$ cat src/rtl/conv_frame_encoder.sv
// ============================================================================
// Module   : conv_frame_encoder
// Brief    : Rate-1/2 K=3 (7,5) convolutional encoder framed by a slot index,
//            NUM-2 data slots plus 2 zero tail slots per frame.
// Revision : 1.0 - initial release
// ============================================================================
`default_nettype none

module conv_frame_encoder #(
  parameter int NUM = 16
) (
  input  logic                       clk_sig,
  input  logic                       reset_sig,
  input  logic [$clog2(NUM-1)-1:0]   counter_sig,
  input  logic                       en_sig,
  input  logic                       data_in,
  input  logic                       data_valid,
  output logic                       data_ready,
  output logic [1:0]                 enc_out,
  output logic                       enc_valid,
  output logic                       enc_sof,
  output logic                       enc_eof,
  output logic                       underrun_sig,
  output logic                       slot_err_sig
);

  localparam int W = $clog2(NUM-1);
  localparam logic [W-1:0] C_ZERO      = '0;
  localparam logic [W-1:0] C_ONE       = W'(1);
  localparam logic [W-1:0] C_LAST_DATA = W'(NUM-3);
  localparam logic [W-1:0] C_LAST      = W'(NUM-1);

  typedef enum logic [1:0] {
    IDLE = 2'd0,
    DATA = 2'd1,
    TAIL = 2'd2
  } state_t;

  state_t         r_state, w_state_nxt;
  logic           r_s1, r_s2, w_s1_nxt, w_s2_nxt;
  logic [W-1:0]   r_exp, w_exp_nxt, w_exp_inc;
  logic           w_slot_ok, w_ready, w_emit, w_tail, w_bit;
  logic           w_s1_use, w_s2_use, w_und_set, w_serr_set;
  logic [1:0]     w_pair;

  assign w_exp_inc = r_exp + C_ONE;
  assign w_slot_ok = (counter_sig == w_exp_inc);

  always_ff @(posedge clk_sig or negedge reset_sig) begin
    if (!reset_sig) begin
      r_state <= IDLE;
    end else begin
      r_state <= w_state_nxt;
    end
  end

  always_comb begin
    w_state_nxt = r_state;
    w_s1_nxt    = r_s1;
    w_s2_nxt    = r_s2;
    w_exp_nxt   = r_exp;
    w_s1_use    = r_s1;
    w_s2_use    = r_s2;
    w_ready     = 1'b0;
    w_emit      = 1'b0;
    w_tail      = 1'b0;
    w_bit       = 1'b0;
    w_und_set   = 1'b0;
    w_serr_set  = 1'b0;

    case (r_state)
      IDLE: begin
        // Frame start: encoder state is forced to zero regardless of history.
        if (en_sig && counter_sig == C_ZERO) begin
          w_ready     = 1'b1;
          w_emit      = 1'b1;
          w_s1_use    = 1'b0;
          w_s2_use    = 1'b0;
          w_state_nxt = DATA;
        end
      end
      DATA: begin
        w_ready = 1'b1;
        if (w_slot_ok) begin
          w_emit = 1'b1;
          if (counter_sig == C_LAST_DATA) w_state_nxt = TAIL;
        end
      end
      TAIL: begin
        if (w_slot_ok) begin
          w_emit = 1'b1;
          w_tail = 1'b1;
          if (counter_sig == C_LAST) w_state_nxt = en_sig ? DATA : IDLE;
        end
      end
      default: w_state_nxt = IDLE;
    endcase

    // Counter discontinuity inside a frame abandons it; the bit is dropped.
    if ((r_state == DATA || r_state == TAIL) && !w_slot_ok) begin
      w_state_nxt = IDLE;
      w_s1_nxt    = 1'b0;
      w_s2_nxt    = 1'b0;
      w_serr_set  = 1'b1;
    end

    if (w_emit) begin
      w_bit     = w_tail ? 1'b0 : (data_valid & data_in);
      w_und_set = !w_tail && !data_valid;
      w_s2_nxt  = w_s1_use;
      w_s1_nxt  = w_bit;
      w_exp_nxt = counter_sig;
    end
  end

  assign w_pair     = {w_bit ^ w_s1_use ^ w_s2_use, w_bit ^ w_s2_use};
  assign data_ready = reset_sig & w_ready;

  always_ff @(posedge clk_sig or negedge reset_sig) begin
    if (!reset_sig) begin
      r_s1         <= 1'b0;
      r_s2         <= 1'b0;
      r_exp        <= '0;
      enc_out      <= 2'b00;
      enc_valid    <= 1'b0;
      enc_sof      <= 1'b0;
      enc_eof      <= 1'b0;
      underrun_sig <= 1'b0;
      slot_err_sig <= 1'b0;
    end else begin
      r_s1         <= w_s1_nxt;
      r_s2         <= w_s2_nxt;
      r_exp        <= w_exp_nxt;
      enc_out      <= w_emit ? w_pair : 2'b00;
      enc_valid    <= w_emit;
      enc_sof      <= w_emit && (counter_sig == C_ZERO);
      enc_eof      <= w_emit && (counter_sig == C_LAST);
      underrun_sig <= underrun_sig | w_und_set;
      slot_err_sig <= slot_err_sig | w_serr_set;
    end
  end

endmodule

`default_nettype wire

$ cat config.mk
export PLATFORM = sky130hd
export DESIGN_NAME = conv_frame_encoder
export DESIGN_NICKNAME = d
export VERILOG_FILES = /design/src/rtl/conv_frame_encoder.sv
export SDC_FILE = /design/constraint.sdc
export NUM_CORES = 1
export LEC_CHECK = 0
export BUFFER_PORTS_ARGS = -buffer_cell sky130_fd_sc_hd__buf_4
export CORE_MARGIN = 10
export CORE_UTILIZATION = 35
export CTS_CLUSTER_SIZE = 14
export DETAILED_ROUTE_END_ITERATION = 8
export HOLD_SLACK_MARGIN = 0.12
export PLACE_DENSITY_LB_ADDON = 0.1
export SYNTH_ARGS = -nofsm -noshare
export SYNTH_HDL_FRONTEND = slang
export SYNTH_SLANG_ARGS = --single-unit
$ cat constraint.sdc
create_clock -name clk_sig -period 2.7 [get_ports clk_sig]
set_clock_uncertainty 0.1 [all_clocks]
set_input_delay 0.54 -clock clk_sig [delete_from_list [all_inputs] [get_ports clk_sig]]
set_output_delay 0.54 -clock clk_sig [all_outputs]
set_load 0.01 [all_outputs]
==> results.md, run 1 <==
Place:
- The final RePlAce weighted congestion is 0.7797.
- After legalization and detailed placement, the total HPWL measured 1536 um.
- Input and output buffers added on the ports amount to 16.
- OpenSTA, run right after detailed placement, puts the worst setup slack at 0.2299 ns.

Timing:
- Measured against its own limit, the worst slew margin works out to 62.18%.
- The minimum period implied by the final worst setup slack is 2.500 ns.
- At the pin with the least slew margin, the transition time is 0.5623 ns.
- Hold is met by 0.3638 ns.
- Based on the critical path, the design can be clocked at up to 400.0 MHz.
- Setup repair after global routing left no endpoint under its margin.
- The final worst-path setup slack is 0.1999 ns.
- The final hold violation count is 0.
- The worst path uses 92.60% of the clock period.
- The final max-slew violation count came to 0.
- Setup total negative slack on the finished layout was measured at 0 ns.
- Setup violations remaining at the end of the flow were counted as 0.

Critical path:
- By startpoint and endpoint, the worst setup path is classified as reg -> reg.
- The signal arrival time at the worst endpoint is 2.61 ns.
- On the worst path, the slowest cell contributes a delay of 0.54 ns.
- The largest fanout of any net on the critical path is 8.
- The worst reg2reg path startpoint is r_exp[0]$_DFFE_PN0P_.
- STA puts the critical path data required time at 2.81 ns.
- The buffers plus inverters on the worst setup path is 1.
- The type of destination of the critical path is a flop.
- For this design, the slowest cell found on the critical path is or4b_4.
- Walking the worst path, the cells encountered are ha_1 > xor2_1 > or4b_4 > o32ai_4 > buf_4 > nand3_1 > o21ai_1.
- The category of the worst setup path launch point is a flop.
- The family of cells with the greatest summed delay on the critical path is simple AND/OR/NAND/NOR gates.
- Tracing the worst setup path back leads to its startpoint at r_exp[0]$_DFFE_PN0P_.

Clocking:
- The clock tree buffer depth is 2.
- The number of buffers added to fix hold violations after cts is 1.
- The clock drives 15 sinks.
- The number of setup buffers added after CTS is 0.
- The post-CTS clock slew at the launch and capture registers of the worst setup and hold paths is 0.09 ns.
- TritonCTS built the clock tree.
- The CTS H-tree depth is 1.
- Clock tree synthesis inserted a total of 3 buffers.
- The number of cells upsized or downsized after cts is 0.
- The clock insertion delay at the later pin of the skew report is 0.28 ns.
- The buffer cell driving the clock tree root is clkbuf_4.

GRT:
- The wire length of the first global-routing pass is 3312 um.
- Entering global routing, the biggest net connects 17 pins.
- The global-route usage over all layers is 8.307%.
- The initial antenna violation count came to 0.
- The remaining global-route overflow is 0.
- The via count of the first global-routing pass is 707.

Pwr:
- In this run the power spent charging and discharging nets is 0.3582 mW.
- The part of the total power dissipated in combinational logic is 49.0%.
- The clock network is responsible for 14.4% of the overall power.
- Per report_power, the sequential group accounts for 36.6% of the total.
- In this run the power density over the cells is 844.9 mW/mm^2.
- The standby leakage power is 0.4935 nW.
- The switching portion of total power is 39.68%.
- Cell internal power was estimated by the tool at 0.5446 mW.
- The worst-case IR drop observed on VDD is 347.8 uV.

Yosys:
- The count of mapped cells out of synthesis is 75.
- The top cell type by area accounts for 43.10% of the synthesized area.
- The total standard cell area after synthesis is 870.8 um^2.
- The net count after synthesis is 90.
- Yosys attributes the largest share of cell area to dfrtp_1, ha_1, mux2_1.
- The synthesized area per cell is 11.61 um^2.
- The number of library cell types mapped by synthesis is 31.
- The dominant cell type by area after synthesis is dfrtp_1.
- The sequential area share after synthesis is 43.10%.
- The number of storage elements in the synthesis netlist is 15.
- The total of warnings raised by yosys is 0.

Hold path:
- In this run the most critical hold path is launched from underrun_sig$_DFF_PN0_.
- The worst hold path class is reg -> reg.

Detailed routing:
- In the final routed layout, each cell accounts on average for 15.24 um.
- The detailed-route vias per instance is 5.197.
- The routed layout has 660 vias.
- Once detail routing completed, the nets flagged for antenna violations numbered 0.
- Summed over all layers, the routed wires come to 1935 um.
- The count of TritonRoute iterations in the first routing pass is 4.
- After detailed routing, the number of remaining DRC violations is 0.
- The number of design-rule violations left by the first detailed-router iteration is 33.

Cells and area:
- 0 antenna diodes ended up in the layout.
- Fill cells in the final layout number 252.
- For this run, the post-layout net count is 113.
- Relative to the synthesized area, the layout overhead comes to 22.70%.
- Of the cells placed in the final design, the portion with a size suffix greater than 1 is 27.84%.

Floorplanning:
- The boundary pin count is 17.
- Row generation in the floorplan step produced 18 rows.
- The overall die area is 0.004883 mm^2.
- The vertical die dimension is 69.88 um.
- The initial core utilization is 35.80%.
- After floorplanning, the core was sized to cover 0.002432 mm^2.
- The x dimension of the die is 69.88 um.

Run status:
- The run finished with clean final reports.

Run:
- Across the run, the number of max-cap violations was 0.
[per-stage QoR]
| step | total power, mW | util (%) | instances | cell area, um^2 |
|---|---|---|---|---|
| 2_1_floorplan | 0.6585 | - | 75 | 870.8 |
| 3_3_place_gp | 0.7727 | 42.44 | 122 | 1032 |
| 3_5_place_dp | 0.7739 | 42.44 | 122 | 1032 |
| 4_1_cts | 0.9154 | 43.93 | 127 | 1069 |
| 5_1_grt | 0.9763 | 43.93 | 127 | 1069 |
| 6_report | 0.9028 | 43.93 | 127 | 1069 |
[worst register-to-register path, delay by kind of cell (launching register included)]
kind,cells,cell delay (ns)
AOI/OAI and AO/OA,2,0.54
xor gates and xnor gates,1,0.19
adders and majority gates,1,0.32
buffers and inverters,1,0.23
DFF,1,0.43
and+or+nand+nor,2,0.63
[sequential cells by signal (all words and copies together) (netlist names)]
register	cells
enc_eof	1
r_s2	1
r_state	2
underrun_sig	1
slot_err_sig	1
enc_out	2
r_s1	1
enc_valid	1
enc_sof	1
r_exp	4
[area by class of cell]
cell class / instances / area, um^2 / area share [%]
Multi-Input combinational cell: 56 / 473.0 / 44.26
Sequential cell: 15 / 375.4 / 35.13
Timing Repair Buffer: 19 / 145.1 / 13.58
Tap cell: 30 / 37.54 / 3.513
Clock buffer: 4 / 26.28 / 2.459
Inverter: 3 / 11.26 / 1.054
[path summary, 6_finish.rpt]
check | end | slack, ns | depth (start not counted)
worst max-delay path | enc_out[1]$_DFF_PN0_ | 0.20 | 7
worst min-delay path | underrun_sig$_DFF_PN0_ | 0.36 | 1
worst max register to register | enc_out[1]$_DFF_PN0_ | 0.20 | 7
worst min register to register | underrun_sig$_DFF_PN0_ | 0.36 | 1
max in group asynchronous | underrun_sig$_DFF_PN0_ | 1.77 | 2
min in group asynchronous | r_exp[2]$_DFFE_PN0P_ | 0.55 | 2
[power by group through the flow]
stage          combinational (mW)  clock [mW]  sequential [mW]
6_report                    0.442       0.130            0.330
2_1_floorplan               0.329           0            0.330
3_3_place_gp                0.438           0            0.334
4_1_cts                     0.450       0.136            0.329
3_5_place_dp                0.440           0            0.334
5_1_grt                     0.487       0.151            0.339
[cells in the mapped netlist (all sizes together)]
cell,count
buf,1
or4b,1
and2,2
dfrtp,15
or4,1
mux2i,1
o32ai,1
inv,3
a31oi,3
nand2,3
ha,6
nor3,1
xor2,4
mux2,4
o21ai,4
a21o,1
nand3,6
nor2,2
a22o,1
nor4,1
or3b,1
and3,2
a32o,1
or2,1
xnor2,2
xor3,1
a21boi,3
a21oi,3
[logic make-up (layout without fill, tap and decap cells)]
group / count (synthesis) / in the layout / share of synthesized area, %
xor gates and xnor gates: 7 / 7 / 9.771
adders and majority gates: 6 / 6 / 8.620
muxes: 5 / 5 / 6.322
and+or+nand+nor: 21 / 21 / 14.66
AOI/OAI and AO/OA: 17 / 17 / 14.94
buffers and inverters: 4 / 26 / 2.586
DFF: 15 / 15 / 43.10
[layer usage]
layer / routed length, um / global-route usage [%]
met5: 0 / 0
met4: 31 / 3.509
met1: 881 / 10.08
met3: 111 / 3.107
met2: 911 / 12.79
[placed cells by master, fill, tap and decap left out, types with 2 or more instances in the layout]
master / instances
buf_4: 18
dfrtp_1: 15
nand3_1: 6
ha_1: 6
mux2_1: 4
inv_1: 3
xor2_1: 3
nand2_1: 3
a31oi_1: 3
a21boi_0: 3
a21oi_1: 3
clkbuf_4: 3
xnor2_1: 2
o21ai_1: 2
and2_1: 2
nor2_1: 2
o21ai_0: 2
No activity file was read; power rests on OpenSTA's default activity.
==> inputs of run 2 (changes only) <==
--- a/config.mk
+++ b/config.mk
@@ -7,7 +7,7 @@
 export LEC_CHECK = 0
 export BUFFER_PORTS_ARGS = -buffer_cell sky130_fd_sc_hd__buf_4
 export CORE_MARGIN = 10
-export CORE_UTILIZATION = 35
+export CORE_UTILIZATION = 30
 export CTS_CLUSTER_SIZE = 14
 export DETAILED_ROUTE_END_ITERATION = 8
 export HOLD_SLACK_MARGIN = 0.12
==> results.md, run 2 (synthesis results as in run 1) <==
Run status:
- The flow ran to the end, and the final reports show no timing, DRC or antenna violations.

Pwr:
- The share of power burned in the clock network is 14.9%.
- Summed over all nets, the switching power comes to 0.3724 mW.
- Of the total power, combinational logic draws 49.2%.
- The sequential cell fraction of total power is 35.9%.
- IR analysis of the VDD net gives a maximum drop of 457.5 uV.
- The total power density per cell area is 852.0 mW/mm^2.
- The cell-internal power is 0.5455 mW.
- The standby leakage power is 0.4979 nW.
- Of the total power, the share spent switching nets is 40.57%.

Detailed routing:
- The total number of vias is 644.
- The number of nets with antenna violations after routing is 0.
- After detailed routing, the average wire length per cell comes to 14.78 um.
- In the routed design, unresolved DRC markers number 0.
- After detailed routing, the number of vias per cell comes to 5.031.
- The number of design-rule violations left by the first detailed-router iteration is 40.
- After detailed routing, the total wire length is 1892 um.
- The first detailed-routing pass ran for 4 iterations.

Floorplanning:
- The x dimension of the die is 73.88 um.
- In this run the count of I/O pins placed on the die edge is 17.
- The vertical die dimension is 73.88 um.
- The overall die area is 0.005458 mm^2.
- In this run the standard cell core region covers 0.002758 mm^2.
- The initial core utilization is 31.58%.
- The total number of placement rows is 19.

Cells and area:
- The filler cells instantiated in the layout total 281.
- The largest register by flop count is r_exp.
- In the final design database the tool counted 113 nets.
- The area growth from synthesis to final layout is 23.71%.
- The share of cells above drive strength 1 is 29.90%.
- The register with the most flip-flops in the layout has 4 of them.
- The antenna cell count is 0.
- The library cell used most frequently in the layout, excluding fill and tap cells, is buf_4.
- In the final layout, the registers with the most flip-flops are r_exp (4), enc_out (2), r_state (2).
- The final design area excluding fillers is 0.001077 mm^2.
- The top cell types in the final layout, fill and taps aside, are buf_4, dfrtp_1, nand3_1, ha_1, mux2_1.

Clocking:
- The count of clock tree sinks is 15.
- The CTS H-tree depth is 1.
- The number of clock buffers inserted by TritonCTS is 3.
- The CTS tree is yes.
- The buffer cell driving the clock tree root is clkbuf_4.
- The number of buffers inserted to repair setup after CTS is 0.
- The clock tree buffer depth is 2.
- The post-CTS clock slew at the launch and capture registers of the worst setup and hold paths is 0.10 ns.
- The clock insertion delay at the later pin of the skew report is 0.29 ns.

Timing:
- For the pin with the worst max-slew slack, the measured transition is 0.4835 ns.
- The post-route clock period utilization is 91.82%.
- The final hold violation count is 0.
- The final max-slew violation count is 0.
- The highest attainable clock frequency is 403.4 MHz.
- Setup violations remaining at the end of the flow were counted as 0.
- The routed design could run at a clock period as short as 2.479 ns.
- Measured against its own limit, the worst slew margin works out to 67.48%.
- In the final timing run, aggregate negative setup slack is 0 ns.
- Setup repair after global routing left no endpoint under its margin.

Hold path:
- The worst hold path class is reg -> reg.

Critical path:
- The critical setup path kind is reg -> reg.
- The signal on the critical path passes through ha_1 > xor3_2 > nor3_2 > a31oi_1 > or4_1 > a21oi_1.
- The largest single stage delay on the critical path is 0.51 ns.
- The type of destination of the critical path is a flop.
- STA classifies the critical path startpoint as a flop.
- The signal arrival time at the worst endpoint is 2.60 ns.
- The largest fanout of any net on the critical path is 4.
- The buffers plus inverters on the worst setup path is 0.
- The critical path's slowest cell is or4_1.
- The required time of the critical path is 2.82 ns.
- The family of cells with the greatest summed delay on the critical path is simple AND/OR/NAND/NOR gates.

GRT:
- The total overflow left after global routing is 0.
- The maximum number of pins on one net before global-route repair is 17.
- The wire length of the first global-routing pass is 3256 um.
- The via count of the first global-routing pass is 697.
- The initial antenna violation count came to 0.
- Global routing used 7.648% of the available tracks across all layers.

Place:
- The instance area after placement is 0.001033 mm^2.
- The final RePlAce weighted congestion is 0.8116.
- The detailed-placement wirelength estimate is 1463 um.
- The quantity of I/O buffers inserted on ports is 16.

Run:
- The max-capacitance violation count is 0.
run 2: cell types whose count changed in the layout (fill, tap and decap cells not counted), sizes merged:
cell	previous run	this run
clkinv	0	1
clkbuf	4	3
run 2: power by group through the flow:
stage	clock network, mW	logic, mW	registers [mW]
6_report	0.137	0.452	0.329
5_1_grt	0.156	0.500	0.338
4_1_cts	0.141	0.457	0.329
3_5_place_dp	0	0.448	0.334
3_3_place_gp	0	0.455	0.333
2_1_floorplan	0	0.329	0.330
run 2: layer usage:
metal,share of wire (%),wire [um],GRT usage [%],up-vias
met4,2.3,43,4.348,0
met1,46,862,9.141,302
met2,46,864,11.36,20
li1,-,-,-,317
met5,0,0,0,-
met3,6.4,122,2.961,5
run 2: through the flow:
step | util [%] | total power, mW | hold slack (ns) | setup slack [ns] | cells
2_1_floorplan | - | 0.6585 | 0.1444 | 0.4100 | 75
3_3_place_gp | 37.48 | 0.7872 | 0.3138 | 0.2613 | 123
4_1_cts | 38.84 | 0.9276 | 0.3801 | 0.1442 | 128
6_report | 39.07 | 0.9178 | 0.3705 | 0.2209 | 128
3_5_place_dp | 37.48 | 0.7823 | 0.3155 | 0.1514 | 123
5_1_grt | 39.07 | 0.9939 | 0.3954 | 0.1299 | 128
run 2: area by class of cell:
class / count / area, um^2 / area share, %
timing repair buffer: 19 / 145.1 / 13.47
multi-input combinational: 56 / 479.2 / 44.48
tap: 31 / 38.79 / 3.600
clock buffer: 3 / 22.52 / 2.091
inverter: 3 / 11.26 / 1.045
sequential: 15 / 375.4 / 34.84
clock inverter: 1 / 5.005 / 0.4646
run 2: path summary, 6_finish.rpt:
| path | slack (ns) | startpoint | end | cells after the start |
|---|---|---|---|---|
| max reg2reg | 0.22 | r_exp[0]$_DFFE_PN0P_ | r_state[0]$_DFFE_PN0P_ | 6 |
| min in group asynchronous | 0.53 | reset_sig | r_exp[0]$_DFFE_PN0P_ | 2 |
| min | 0.37 | underrun_sig$_DFF_PN0_ | underrun_sig$_DFF_PN0_ | 1 |
| max | 0.22 | r_exp[0]$_DFFE_PN0P_ | r_state[0]$_DFFE_PN0P_ | 6 |
| min reg2reg | 0.37 | underrun_sig$_DFF_PN0_ | underrun_sig$_DFF_PN0_ | 1 |
| max in group asynchronous | 1.79 | reset_sig | underrun_sig$_DFF_PN0_ | 2 |
run 2: what timing repair did:
| action | 4_1_cts | 5_1_grt |
|---|---|---|
| hold endpoints to repair | 15 | 0 |
| endpoints found under the setup margin | 0 | 1 |
| hold buffers | 1 | 0 |
| resized for setup | 0 | 1 |
